$ cat config.mk
export PLATFORM = sky130hd
export DESIGN_NAME = rx_gate_sequencer
export DESIGN_NICKNAME = d
export VERILOG_FILES = /design/src/rtl/rx_gate_sequencer.sv
export SDC_FILE = /design/constraint.sdc
export NUM_CORES = 1
export LEC_CHECK = 0
export CORE_MARGIN = 3
export CORE_UTILIZATION = 30
export CTS_CLUSTER_DIAMETER = 150
export DETAILED_ROUTE_END_ITERATION = 10
export PLACE_DENSITY = 0.44
export SLEW_MARGIN = 10
export SYNTH_ARGS = -nofsm -noshare
export SYNTH_HDL_FRONTEND = slang
export SYNTH_SLANG_ARGS = --single-unit
$ cat constraint.sdc
create_clock -name clock -period 4.56 [get_ports clock]
set_input_delay 0.684 -clock clock [delete_from_list [all_inputs] [get_ports clock]]
set_output_delay 0.684 -clock clock [all_outputs]
set_load 0.01 [all_outputs]
$ cat src/rtl/rx_gate_sequencer.sv
// Receive gate sequencer: synchronises an external trigger and opens delayed,
// width-limited gate windows for up to NCHAN rx channels, with a legacy passthrough mode.
module rx_gate_sequencer #(
  parameter int NCHAN       = 4,
  parameter int CNT_W       = 24,
  parameter int SYNC_STAGES = 2
) (
  input  logic             clock,
  input  logic             reset,
  input  logic             trig_in,
  input  logic [1:0]       mode,
  input  logic             arm,
  input  logic [CNT_W-1:0] delay,
  input  logic [CNT_W-1:0] width,
  input  logic [15:0]      count,
  input  logic [NCHAN-1:0] chan_mask,
  input  logic             clear_status,
  output logic [NCHAN-1:0] gate_out,
  output logic             window_start,
  output logic             window_end,
  output logic [15:0]      window_idx,
  output logic             busy,
  output logic             missed_trig
);

  typedef enum logic [2:0] {
    ST_IDLE  = 3'd0,
    ST_ARMED = 3'd1,
    ST_DELAY = 3'd2,
    ST_OPEN  = 3'd3,
    ST_DONE  = 3'd4
  } state_t;

  localparam logic [CNT_W-1:0] CNT_ZERO = {CNT_W{1'b0}};
  localparam logic [CNT_W-1:0] CNT_ONE  = {{(CNT_W-1){1'b0}}, 1'b1};

  logic [SYNC_STAGES-1:0] sync_q;
  logic                   trig_q;
  logic                   trig_s;
  logic                   trig_rise;

  state_t           state_q, state_d;
  logic [CNT_W-1:0] cnt_q, cnt_d;
  logic [CNT_W-1:0] delay_q, delay_d;
  logic [CNT_W-1:0] width_q, width_d;
  logic [15:0]      count_q, count_d;
  logic [NCHAN-1:0] mask_q, mask_d;
  logic [1:0]       mode_q, mode_d;
  logic [15:0]      idx_q, idx_d;
  logic             missed_q, missed_d;
  logic [NCHAN-1:0] gate_q, gate_d;
  logic             start_q, start_d;
  logic             end_q, end_d;
  logic             busy_q, busy_d;

  logic             seq_mode;
  logic             abort;
  logic [15:0]      idx_inc;

  assign trig_s    = sync_q[SYNC_STAGES-1];
  assign trig_rise = trig_s & ~trig_q;

  // Trigger synchroniser chain plus one flop for rising-edge detection.
  always_ff @(posedge clock or posedge reset) begin
    if (reset) begin
      sync_q <= {SYNC_STAGES{1'b0}};
      trig_q <= 1'b0;
    end else begin
      sync_q <= {sync_q[SYNC_STAGES-2:0], trig_in};
      trig_q <= trig_s;
    end
  end

  // State, shadow configuration and registered outputs.
  always_ff @(posedge clock or posedge reset) begin
    if (reset) begin
      state_q  <= ST_IDLE;
      cnt_q    <= CNT_ZERO;
      delay_q  <= CNT_ZERO;
      width_q  <= CNT_ONE;
      count_q  <= 16'd0;
      mask_q   <= {NCHAN{1'b0}};
      mode_q   <= 2'd0;
      idx_q    <= 16'd0;
      missed_q <= 1'b0;
      gate_q   <= {NCHAN{1'b0}};
      start_q  <= 1'b0;
      end_q    <= 1'b0;
      busy_q   <= 1'b0;
    end else begin
      state_q  <= state_d;
      cnt_q    <= cnt_d;
      delay_q  <= delay_d;
      width_q  <= width_d;
      count_q  <= count_d;
      mask_q   <= mask_d;
      mode_q   <= mode_d;
      idx_q    <= idx_d;
      missed_q <= missed_d;
      gate_q   <= gate_d;
      start_q  <= start_d;
      end_q    <= end_d;
      busy_q   <= busy_d;
    end
  end

  // Next-state, counters, sticky status and output decode.
  always_comb begin
    state_d  = state_q;
    cnt_d    = cnt_q;
    delay_d  = delay_q;
    width_d  = width_q;
    count_d  = count_q;
    mask_d   = mask_q;
    mode_d   = mode_q;
    idx_d    = idx_q;
    missed_d = missed_q;
    gate_d   = {NCHAN{1'b0}};
    start_d  = 1'b0;
    end_d    = 1'b0;
    busy_d   = 1'b0;
    seq_mode = (mode == 2'd1) || (mode == 2'd2);
    // A mode change away from the armed mode aborts just like dropping arm.
    abort    = !arm || (mode != mode_q);
    idx_inc  = idx_q + 16'd1;

    if (!seq_mode) begin
      state_d = ST_IDLE;
    end else begin
      case (state_q)
        ST_IDLE: begin
          if (arm) begin
            state_d = ST_ARMED;
            delay_d = delay;
            width_d = (width == CNT_ZERO) ? CNT_ONE : width;
            count_d = count;
            mask_d  = chan_mask;
            mode_d  = mode;
            idx_d   = 16'd0;
          end else begin
            state_d = ST_IDLE;
          end
        end
        ST_ARMED: begin
          if (abort) begin
            state_d = ST_IDLE;
          end else if (trig_rise) begin
            if (delay_q == CNT_ZERO) begin
              state_d = ST_OPEN;
              cnt_d   = width_q - CNT_ONE;
            end else begin
              state_d = ST_DELAY;
              cnt_d   = delay_q - CNT_ONE;
            end
          end else begin
            state_d = ST_ARMED;
          end
        end
        ST_DELAY: begin
          if (abort) begin
            state_d = ST_IDLE;
          end else if (cnt_q == CNT_ZERO) begin
            state_d = ST_OPEN;
            cnt_d   = width_q - CNT_ONE;
          end else begin
            cnt_d = cnt_q - CNT_ONE;
          end
        end
        ST_OPEN: begin
          if (abort) begin
            state_d = ST_IDLE;
          end else if (cnt_q == CNT_ZERO) begin
            idx_d = idx_inc;
            if ((mode_q == 2'd1) || ((count_q != 16'd0) && (idx_inc == count_q))) begin
              state_d = ST_DONE;
            end else begin
              state_d = ST_ARMED;
            end
          end else begin
            cnt_d = cnt_q - CNT_ONE;
          end
        end
        ST_DONE: begin
          if (abort) begin
            state_d = ST_IDLE;
          end else begin
            state_d = ST_DONE;
          end
        end
        default: begin
          state_d = ST_IDLE;
        end
      endcase
    end

    // Set has priority over clear so a same-cycle edge is never lost.
    if (trig_rise && seq_mode && (state_q != ST_ARMED)) begin
      missed_d = 1'b1;
    end else if (clear_status) begin
      missed_d = 1'b0;
    end else begin
      missed_d = missed_q;
    end

    if (mode == 2'd0) begin
      gate_d = {NCHAN{trig_s}} & chan_mask;
    end else if (state_d == ST_OPEN) begin
      gate_d = mask_d;
    end else begin
      gate_d = {NCHAN{1'b0}};
    end

    start_d = (state_d == ST_OPEN) && (state_q != ST_OPEN);
    end_d   = (state_d == ST_OPEN) && (cnt_d == CNT_ZERO);
    busy_d  = (state_d == ST_DELAY) || (state_d == ST_OPEN);
  end

  assign gate_out     = gate_q;
  assign window_start = start_q;
  assign window_end   = end_q;
  assign window_idx   = idx_q;
  assign busy         = busy_q;
  assign missed_trig  = missed_q;

endmodule

==> impl_results.md <==
* Post-CTS Hold Fix Bufs at 0
* Compound-Gate Fraction of Synth Area at approximately 14%
* Initial DRC Count at 551
* Syn nets at 928
* Num rows at 58
* Sw Pwr at about 1.6 mW
* Worst Path Max Fanout at 6
* Final non-filler cell total at around 1300
* Initial antenna violation count at 0
* Post-synth EDFFs at 0
* Switching Fraction at between 30% and 40%
* Grt total ovfl at 0
* Critical Path Sink Type: flip-flop
* Largest net degree at the start of global routing at a little under 70
* Worst path required time at 4.89 ns
* Synth Warn # at 0
* DRT Wirelength at 28300 um
* Multiplexer area fraction after synthesis at 10.4%
* Clock share of power at 34.4%
* Endpoints failing hold at 0
* Num CTS Buffers at 17
* Xor/xnor cell area share of the yosys netlist at under 10%
* Drt wl/cell at 21.5 um
* Fin. max-slew vios at 0
* Syn avg cell area at 9.25 sq um
* Max Freq at about 240 MHz
* Final Util at 39.9%
* Largest family of logic cells by synthesized area: simple AND/OR/NAND/NOR gates
* Yosys cell types at 68
* Worst vdd ir at approximately 0.19 mV
* Placed Cells at approximately 1300
* Tmin final at slightly above 4 ns
* Layout cell share with drive strength beyond 1 at approximately 17%
* Area growth syn-to-layout at 29.3%
* Maxcap violations at 0
* Setup WS pre-CTS at 0.102 ns
* DPL Wire Length at about 22000 um
* Pint at approximately 2.9 mW
* Total GRT Usage at about a fifth
* Relative slew slack at between 10% and 20%
* Combinational share of power at a little under a third
* Post-synthesis sequential area ratio at about two fifths
* Seq pwr share at between 30% and 40%
* Asr flop ratio synth at 100%
* Main synth FF type: dfrtp_1
* Pre-antenna DRT Iters at 4
* Slew @ Worst Pin at between 1 and 1.5 ns
* Final setup viols at 0
* H-tree depth at 4
* R2R Setup Slk at 0.41 ns
* Synthesized area at 7840 sq um
* Longest Clk Path Bufs at 2
* Vias post-DR at approximately 7300
* Post-Synth Adder-Cell Area at less than 1%
* Power per cell area at ~440 nW/um^2
* Clk_skew at 0.0117 ns
* Syn Inst Count at roughly 850
* HP Class: flip-flop to flip-flop
* CTS root buffer: clkbuf_16
* FF+latch count, synth at roughly 120
* Placeable Area at roughly 25000 sq um
* # nets final at between 1000 and 1500
* Vias in the first global route at 7121
* WS Path Type: flip-flop to flip-flop
* Post_cts resized at 0
* Post-route ant nets at 0
* Unrepaired setup endpoints after global routing: no
* Min Hold Slack at 0.355 ns
* Die Span Y at ~170 um
* Post-CTS Setup Bufs at 0
* First-pass GRT wire length at 44000 um
* CTS tree: yes
* Leakage at between 4 and 5 nW
* Placed cell area at ~9500 sq um
* Clk_lat worst skew at around 0.42 ns
* Die area at about 28000 sq um
* Fin worst setup slack at 0.412 ns
* Diodes inserted at 0
* Setup TNS at 0 ns
* Mean number of vias per cell at ~5.6
* Port buffer count at slightly below 100
* Die width at approximately 170 um
* Period utilisation layout at between 90% and 100%
* DRC viols at 0
* Simple-gate share of the synthesized area at 24.3%
* Status: complete, no violations
* Crit path launch type: flip-flop
* Io pins at between 90 and 100
* Placer Congestion at approximately 0.96
* Initial Util at a little over 30%
* Clock sink total at about 120
* Total Power at ~4.5 mW
* CP arrival at approximately 4.5 ns
* Fin area at 10100 sq um
* Worst-path clk slew at about 0.060 ns
==> worst max-delay path, cell delays in order, from the launching register on <==
cell and delay, ns:
dfstp_2 0.40, inv_1 0.15, ha_1 0.23, or4b_2 0.68, o21ai_0 0.36, buf_4 0.19, a211oi_1 0.07, mux2i_1 0.14
nand3_1 0.11, or4_1 0.59, a2111o_1 0.36, or4b_1 0.48, nor4b_2 0.29
==> cell type report <==
class / count / area [sq um]
repair buffers: 149 / 1380
well taps: 330 / 413
fillers: 2617 / 15300
inverters: 16 / 62.6
flip-flops and latches: 124 / 3100
clock inverters: 12 / 211
clock buffers: 20 / 447
multi-input cells: 669 / 4530
==> cell usage after synthesis, types with 10 or more instances <==
cell | number | area, sq um
or3_1 | 18 | 113
inv_1 | 16 | 60.1
nor4_1 | 38 | 238
o31ai_1 | 13 | 97.6
nand4_1 | 17 | 106
mux2_2 | 67 | 754
nor3_1 | 20 | 100
clkbuf_1 | 31 | 116
or4_1 | 10 | 75.1
a21oi_1 | 31 | 155
nand3_1 | 39 | 195
o21ai_0 | 66 | 330
nand2_1 | 50 | 188
nand2b_1 | 17 | 106
xnor2_1 | 37 | 324
dfrtp_1 | 123 | 3080
o211ai_1 | 14 | 105
nor2_1 | 75 | 282
xor2_1 | 31 | 272
==> layer usage <==
| metal | track usage (%) | part of all wire (%) |
|---|---|---|
| met4 | 6.72 | 2.3 |
| met3 | 3.05 | 5.5 |
| met5 | 0 | 0 |
| met1 | 30.6 | 49 |
| met2 | 29.3 | 43 |
==> sequential cells by signal, indices dropped and copies added, names as in the netlist, 2 cells and up <==
register	flops
delay_q	24
window_idx	16
mode_q	2
state_q	3
count_q	16
mask_q	4
sync_q	2
gate_out	4
cnt_q	24
width_q	24
==> cell families after synthesis <==
group / after synthesis
adders and majority gates: 5
buffers and inverters: 55
and+or+nand+nor: 345
AOI/OAI and AO/OA: 178
DFF: 124
xor gates and xnor gates: 68
muxes: 73
==> final timing paths <==
check	cells after the start	startpoint	endpoint
setup / recovery	12	width_q[0]	window_end
hold / removal	0	sync_q[0]	sync_q[1]
setup reg to reg	12	width_q[0]	window_end
hold reg to reg	0	sync_q[0]	sync_q[1]
max in group asynchronous	3	reset	width_q[0]
min in group asynchronous	2	reset	busy
==> placed cells by master, fill, tap and decap left out, types with 6 or more instances in the layout <==
master and count:
dfrtp_1 123, clkdlybuf4s50_1 98, nor2_1 75, mux2_2 67, o21ai_0 66, buf_4 50, nand2_1 49, nand3_1 39
nor4_1 38, xnor2_1 37, xor2_1 31, a21oi_1 31, nor3_1 20, or3_1 18, nand4_1 17, nand2b_1 17
clkbuf_16 17, inv_1 15, o211ai_1 14, o31ai_1 13, or4_1 10, and3_1 9, nor4b_1 6, nor3b_1 6
mux2i_1 6, o41ai_1 6, clkinv_4 6
==> power by group through the flow <==
stage               Clock [mW]  Combinational, mW  Sequential [mW]
global route              1.63               1.49             1.58
floorplan                    0              0.851             1.47
detailed placement           0               1.35             1.56
global placement             0               1.38             1.56
finish                    1.53               1.38             1.55
CTS                       1.58               1.36             1.55
(Power assumes the default switching activity.)
